**src/rtl/regfile_read_arbiter.sv**
```systemverilog
// Round-robin read-port arbiter: grants one of four requesters per cycle, drives the register
// read mux select, then returns the resolved data (x0 reads zero, same-cycle write bypass).
module regfile_read_arbiter #(
    parameter int NREQ = 4,
    parameter int AW   = 5,
    parameter int DW   = 32
) (
    input  logic                     clk,
    input  logic                     reset,
    input  logic [NREQ-1:0]          req,
    input  logic [NREQ-1:0][AW-1:0]  raddr,
    input  logic                     stall,
    input  logic [DW-1:0]            mux_data,
    input  logic                     wr_en,
    input  logic [AW-1:0]            wr_addr,
    input  logic [DW-1:0]            wr_data,
    output logic [AW-1:0]            sel,
    output logic [NREQ-1:0]          gnt,
    output logic [DW-1:0]            rdata,
    output logic [NREQ-1:0]          rvalid,
    output logic                     busy
);
    localparam int PW = $clog2(NREQ);

    logic [NREQ-1:0] r_gnt;
    logic [NREQ-1:0] r_pend;
    logic [NREQ-1:0] r_rvalid;
    logic [AW-1:0]   r_sel;
    logic [DW-1:0]   r_rdata;
    logic [PW-1:0]   r_ptr;

    logic            w_found;
    logic [PW-1:0]   w_idx;
    logic [PW-1:0]   w_winIdx;
    logic [NREQ-1:0] w_oneHot;
    logic [DW-1:0]   w_resolved;

    // The requester holding gnt this cycle is masked so a held req counts as a new request later.
    always_comb begin
        w_found  = 1'b0;
        w_idx    = '0;
        w_winIdx = '0;
        for (int k = 0; k < NREQ; k++) begin
            w_idx = r_ptr + PW'(k);
            if (!w_found && req[w_idx] && !r_gnt[w_idx]) begin
                w_found  = 1'b1;
                w_winIdx = w_idx;
            end
        end
        w_oneHot = {{(NREQ-1){1'b0}}, 1'b1} << w_winIdx;
    end

    always_comb begin
        if (r_sel == '0) begin
            w_resolved = '0;
        end else if (wr_en && (wr_addr == r_sel)) begin
            w_resolved = wr_data;
        end else begin
            w_resolved = mux_data;
        end
    end

    // r_pend tracks the owner awaiting stage 2; unlike gnt it survives a stall.
    always_ff @(posedge clk) begin
        if (reset) begin
            r_gnt    <= '0;
            r_pend   <= '0;
            r_rvalid <= '0;
            r_sel    <= '0;
            r_rdata  <= '0;
            r_ptr    <= '0;
        end else if (stall) begin
            r_gnt    <= '0;
            r_rvalid <= '0;
        end else begin
            r_rvalid <= r_pend;
            if (|r_pend) begin
                r_rdata <= w_resolved;
            end
            if (w_found) begin
                r_gnt  <= w_oneHot;
                r_pend <= w_oneHot;
                r_sel  <= raddr[w_winIdx];
                r_ptr  <= w_winIdx + PW'(1);
            end else begin
                r_gnt  <= '0;
                r_pend <= '0;
            end
        end
    end

    assign sel    = r_sel;
    assign gnt    = r_gnt;
    assign rdata  = r_rdata;
    assign rvalid = r_rvalid;
    assign busy   = (|r_gnt) | (|r_pend);

endmodule

```
**config.mk**
```make
export PLATFORM = sky130hd
export DESIGN_NAME = regfile_read_arbiter
export DESIGN_NICKNAME = d
export VERILOG_FILES = /design/src/rtl/regfile_read_arbiter.sv
export SDC_FILE = /design/constraint.sdc
export NUM_CORES = 1
export LEC_CHECK = 0
export CORE_ASPECT_RATIO = 2
export CORE_MARGIN = 2
export CORE_UTILIZATION = 40
export CTS_BUF_LIST = sky130_fd_sc_hd__clkbuf_8 sky130_fd_sc_hd__clkbuf_16
export CTS_CLUSTER_DIAMETER = 120
export CTS_CLUSTER_SIZE = 24
export DETAILED_ROUTE_END_ITERATION = 10
export PLACE_DENSITY = 0.93
export SYNTH_ARGS = -nofsm -noshare
export SYNTH_HDL_FRONTEND = slang
export SYNTH_SLANG_ARGS = --single-unit
```
**constraint.sdc**
```tcl
create_clock -name clk -period 4.7 [get_ports clk]
set_input_delay 0.94 -clock clk [delete_from_list [all_inputs] [get_ports clk]]
set_output_delay 0.94 -clock clk [all_outputs]
set_load 0.01 [all_outputs]
```
==> impl_results.md <==
* Sequential-to-total area share from yosys stat at 43.0%
* Fin crit share at 61.8%
* Status: finished, final reports clean
* FF-to-FF Start: sel[1]
* Max FO, Critical Path at 13
* Peak supply drop at 325 uV
* DR WL/cell at 16.1 um
* Crit start category: input pin
* Max-slew violation count at 0
* Net Sw Power at 0.319 mW
* Pint at 0.850 mW
* Layout filler cell count at 440
* Place WS at 1.48 ns
* Routed wire length at 7.10 mm
* Sequential Power Share at 42.4%
* Port Buffers at 142
* DP Wirelength at 5.79 mm
* Setup TNS at 0 ns
* Via/cell ratio at 5.21
* Remaining global-route overflow at 0
* Combinational fraction of design power at 26.8%
* Layout Cells excl Fill at 442
* Nets at 481
* Post-synth top cells: dfxtp_1 (51), mux2i_1 (43), nand2_1 (39)
* Top post-synthesis cells by area: dfxtp_1 (43%), mux2i_1 (18%), o21ai_1 (6.5%), nand2_1 (6.2%), buf_12 (2.5%)
* Worst Path Class, Setup: in -> reg
* Max Buffers Root-to-Sink at 2
* Unique masters post-synth at 33
* Hold EP: rdata[4]
* Final Skew at 0.00700 ns
* Sw frac at 27.3%
* Min-Delay Path Class: reg -> reg
* Die area at 6610 um2
* Crit end category: register
* Hold slack at 0.444 ns
* Cts hold-fix bufs at 0
* Vias in the first global route at 2410
* DIE HEIGHT at 113 um
* WP data arrival at 3.10 ns
* Clock-pin slew on the worst setup and hold paths at 0.07 ns
* Fmax at 0.344 GHz
* Leakage at 1.50 nW
* Setup Viol. Count Final at 0
* Area leader, netlist: dfxtp_1
* CTS tree: built
* Unrepaired setup endpoints after global routing: false
* # DRC at 0
* Area Overhead vs Synth at 65.3%
* Worst Path Required at 4.89 ns
* Post-synth ARST share at 0%
* Yosys Warn Count at 0
* Reg2Reg Depth at 5
* Die width at 58.5 um
* Initial antenna violation count at 0
* CTS H-tree depth at 2
* Final worst slack at 1.79 ns
* Antenna Violating Nets Remaining at 0
* Mean Syn Cell Area at 9.89 um2
* Post-cts repair resize count at 0
* Clk root buf: clkbuf_16
* Syn_nets at 341
* Pin count of the biggest net entering global routing at 33
* Gpl congestion at 0.830
* First-pass detailed-route iteration total at 4
* CTS Buf Count at 5
* Initial Utilization at 41.6%
* Post-synth EDFFs at 0
* Hold path depth at 2
* Core footprint at 5710 um2
* Area share of the largest cell type after synthesis at 43.0%
* Area of the mapped netlist at 2370 um2
* Diodes inserted at 0
* #FFs+latches synth at 51
* R2r setup slk at 2.51 ns
* Minimum clock period at 2.91 ns
* Post-CTS setup buffers at 0
* Max-cap viol count at 0
* First-pass GRT wire length at 11.1 mm
* Count of final hold-check violations at 0
* FP Rows at 39
* Starting DRC count in detailed routing at 95
* Total number of vias at 2302
* Most common cell in the netlist: dfxtp_1
* Power Density at 298 nW/um2
* Syn Inst Count at 240
* Tot GR Track Use at 22.1%
* Dpl cells at 434
* Clk_lat worst skew at 0.29 ns
* Main synth FF type: dfxtp_1
* Sink Count at 51
* Clock Power Share at 30.8%
* RR Endpoint: rdata[19]
* Worst-margin pin slew at 0.951 ns
* Max_slew headroom at 36.6%
* Hold path startpoint: rdata[4]
* Share of cells above drive strength 1 at 4.99%
* Top-level I/O count at 143
## critical path, stage by stage
cell and delay, ns:
clkdlybuf4s50_1 0.49, nor2b_4 0.21, a2111oi_4 0.08, o31ai_4 0.66, inv_1 0.16, ha_1 0.25, and2_1 0.15, a21o_1 0.15
## power groups by stage
stage | clock, mW | combinational, mW | sequential [mW]
detailed placement | 0 | 0.314 | 0.505
floorplan | 0 | 0.131 | 0.513
global route | 0.382 | 0.338 | 0.499
global placement | 0 | 0.305 | 0.504
CTS | 0.365 | 0.315 | 0.495
finish | 0.360 | 0.313 | 0.495
## flip-flops by register name (all words and copies together), names as in the netlist
| name | cells |
|---|---|
| rdata | 32 |
| sel | 5 |
| gnt | 4 |
| r_pend | 4 |
| rvalid | 4 |
| r_ptr | 2 |
## cell families (layout without fill, tap and decap cells)
logic type	count (synthesis)	in the layout	synth area share [%]
AO/OA/AOI/OAI	51	51	14.4
adder cells (fa/ha/maj)	4	4	2.11
AND/OR/NAND/NOR	70	70	15.0
multiplexers	43	43	18.1
XOR/XNOR	5	5	1.84
buffers and inverters	16	157	5.53
flip-flops	51	51	43.0
## layer usage
| layer | GRT usage [%] | up-vias | part of all wire (%) |
|---|---|---|---|
| li1 | - | 1117 | - |
| met1 | 18.7 | 1053 | 31 |
| met2 | 44.3 | 109 | 60 |
| met3 | 3.77 | 23 | 5.5 |
| met4 | 11.9 | 0 | 3.8 |
| met5 | 0 | - | 0 |
## stage by stage
| stage | total power [mW] | area (um2) | util [%] |
|---|---|---|---|
| finish | 1.17 | 3930 | 68.8 |
| global route | 1.22 | 3930 | 68.8 |
| CTS | 1.18 | 3930 | 68.8 |
| detailed placement | 0.819 | 3780 | 66.3 |
| global placement | 0.808 | 3780 | 66.3 |
| floorplan | 0.644 | 2370 | - |
## final cells by class
cell class                      count  area, um2  area share (%)
Multi-Input combinational cell    173       1230            31.3
Timing Repair Buffer              144       1440            36.6
Inverter                            5       18.8           0.478
Sequential cell                    51       1020            26.0
Tap cell                           61       76.3            1.94
Clock buffer                        5        125            3.19
Clock inverter                      3       18.8           0.478
## worst max-delay path by stage
stage                           from   endpoint  slack [ns]
after floorplan               req[0]  r_pend[0]        2.40
after global placement    wr_addr[1]  rdata[19]        1.55
after detailed placement      req[1]  r_pend[2]        1.48
after CTS                     req[1]  r_pend[2]        1.80
after global routing          req[1]   r_ptr[1]        1.64
final                         req[1]  r_pend[2]        1.79
## cells in the final DEF (no fill, tap or decap), types with 2 or more instances in the layout
cell	count
clkdlybuf4s50_1	142
dfxtp_1	51
mux2i_1	43
nand2_1	39
o21ai_1	30
and2_1	8
nor2_1	7
inv_1	5
o221ai_1	5
clkbuf_16	5
xor2_1	4
a21o_1	4
ha_1	4
o21ai_0	3
nor4_1	3
nor2b_1	2
nor2b_4	2
nand2b_1	2
a211oi_1	2
o41a_1	2
clkinv_2	2
buf_4	2
Power figures use the tool's default switching activity.
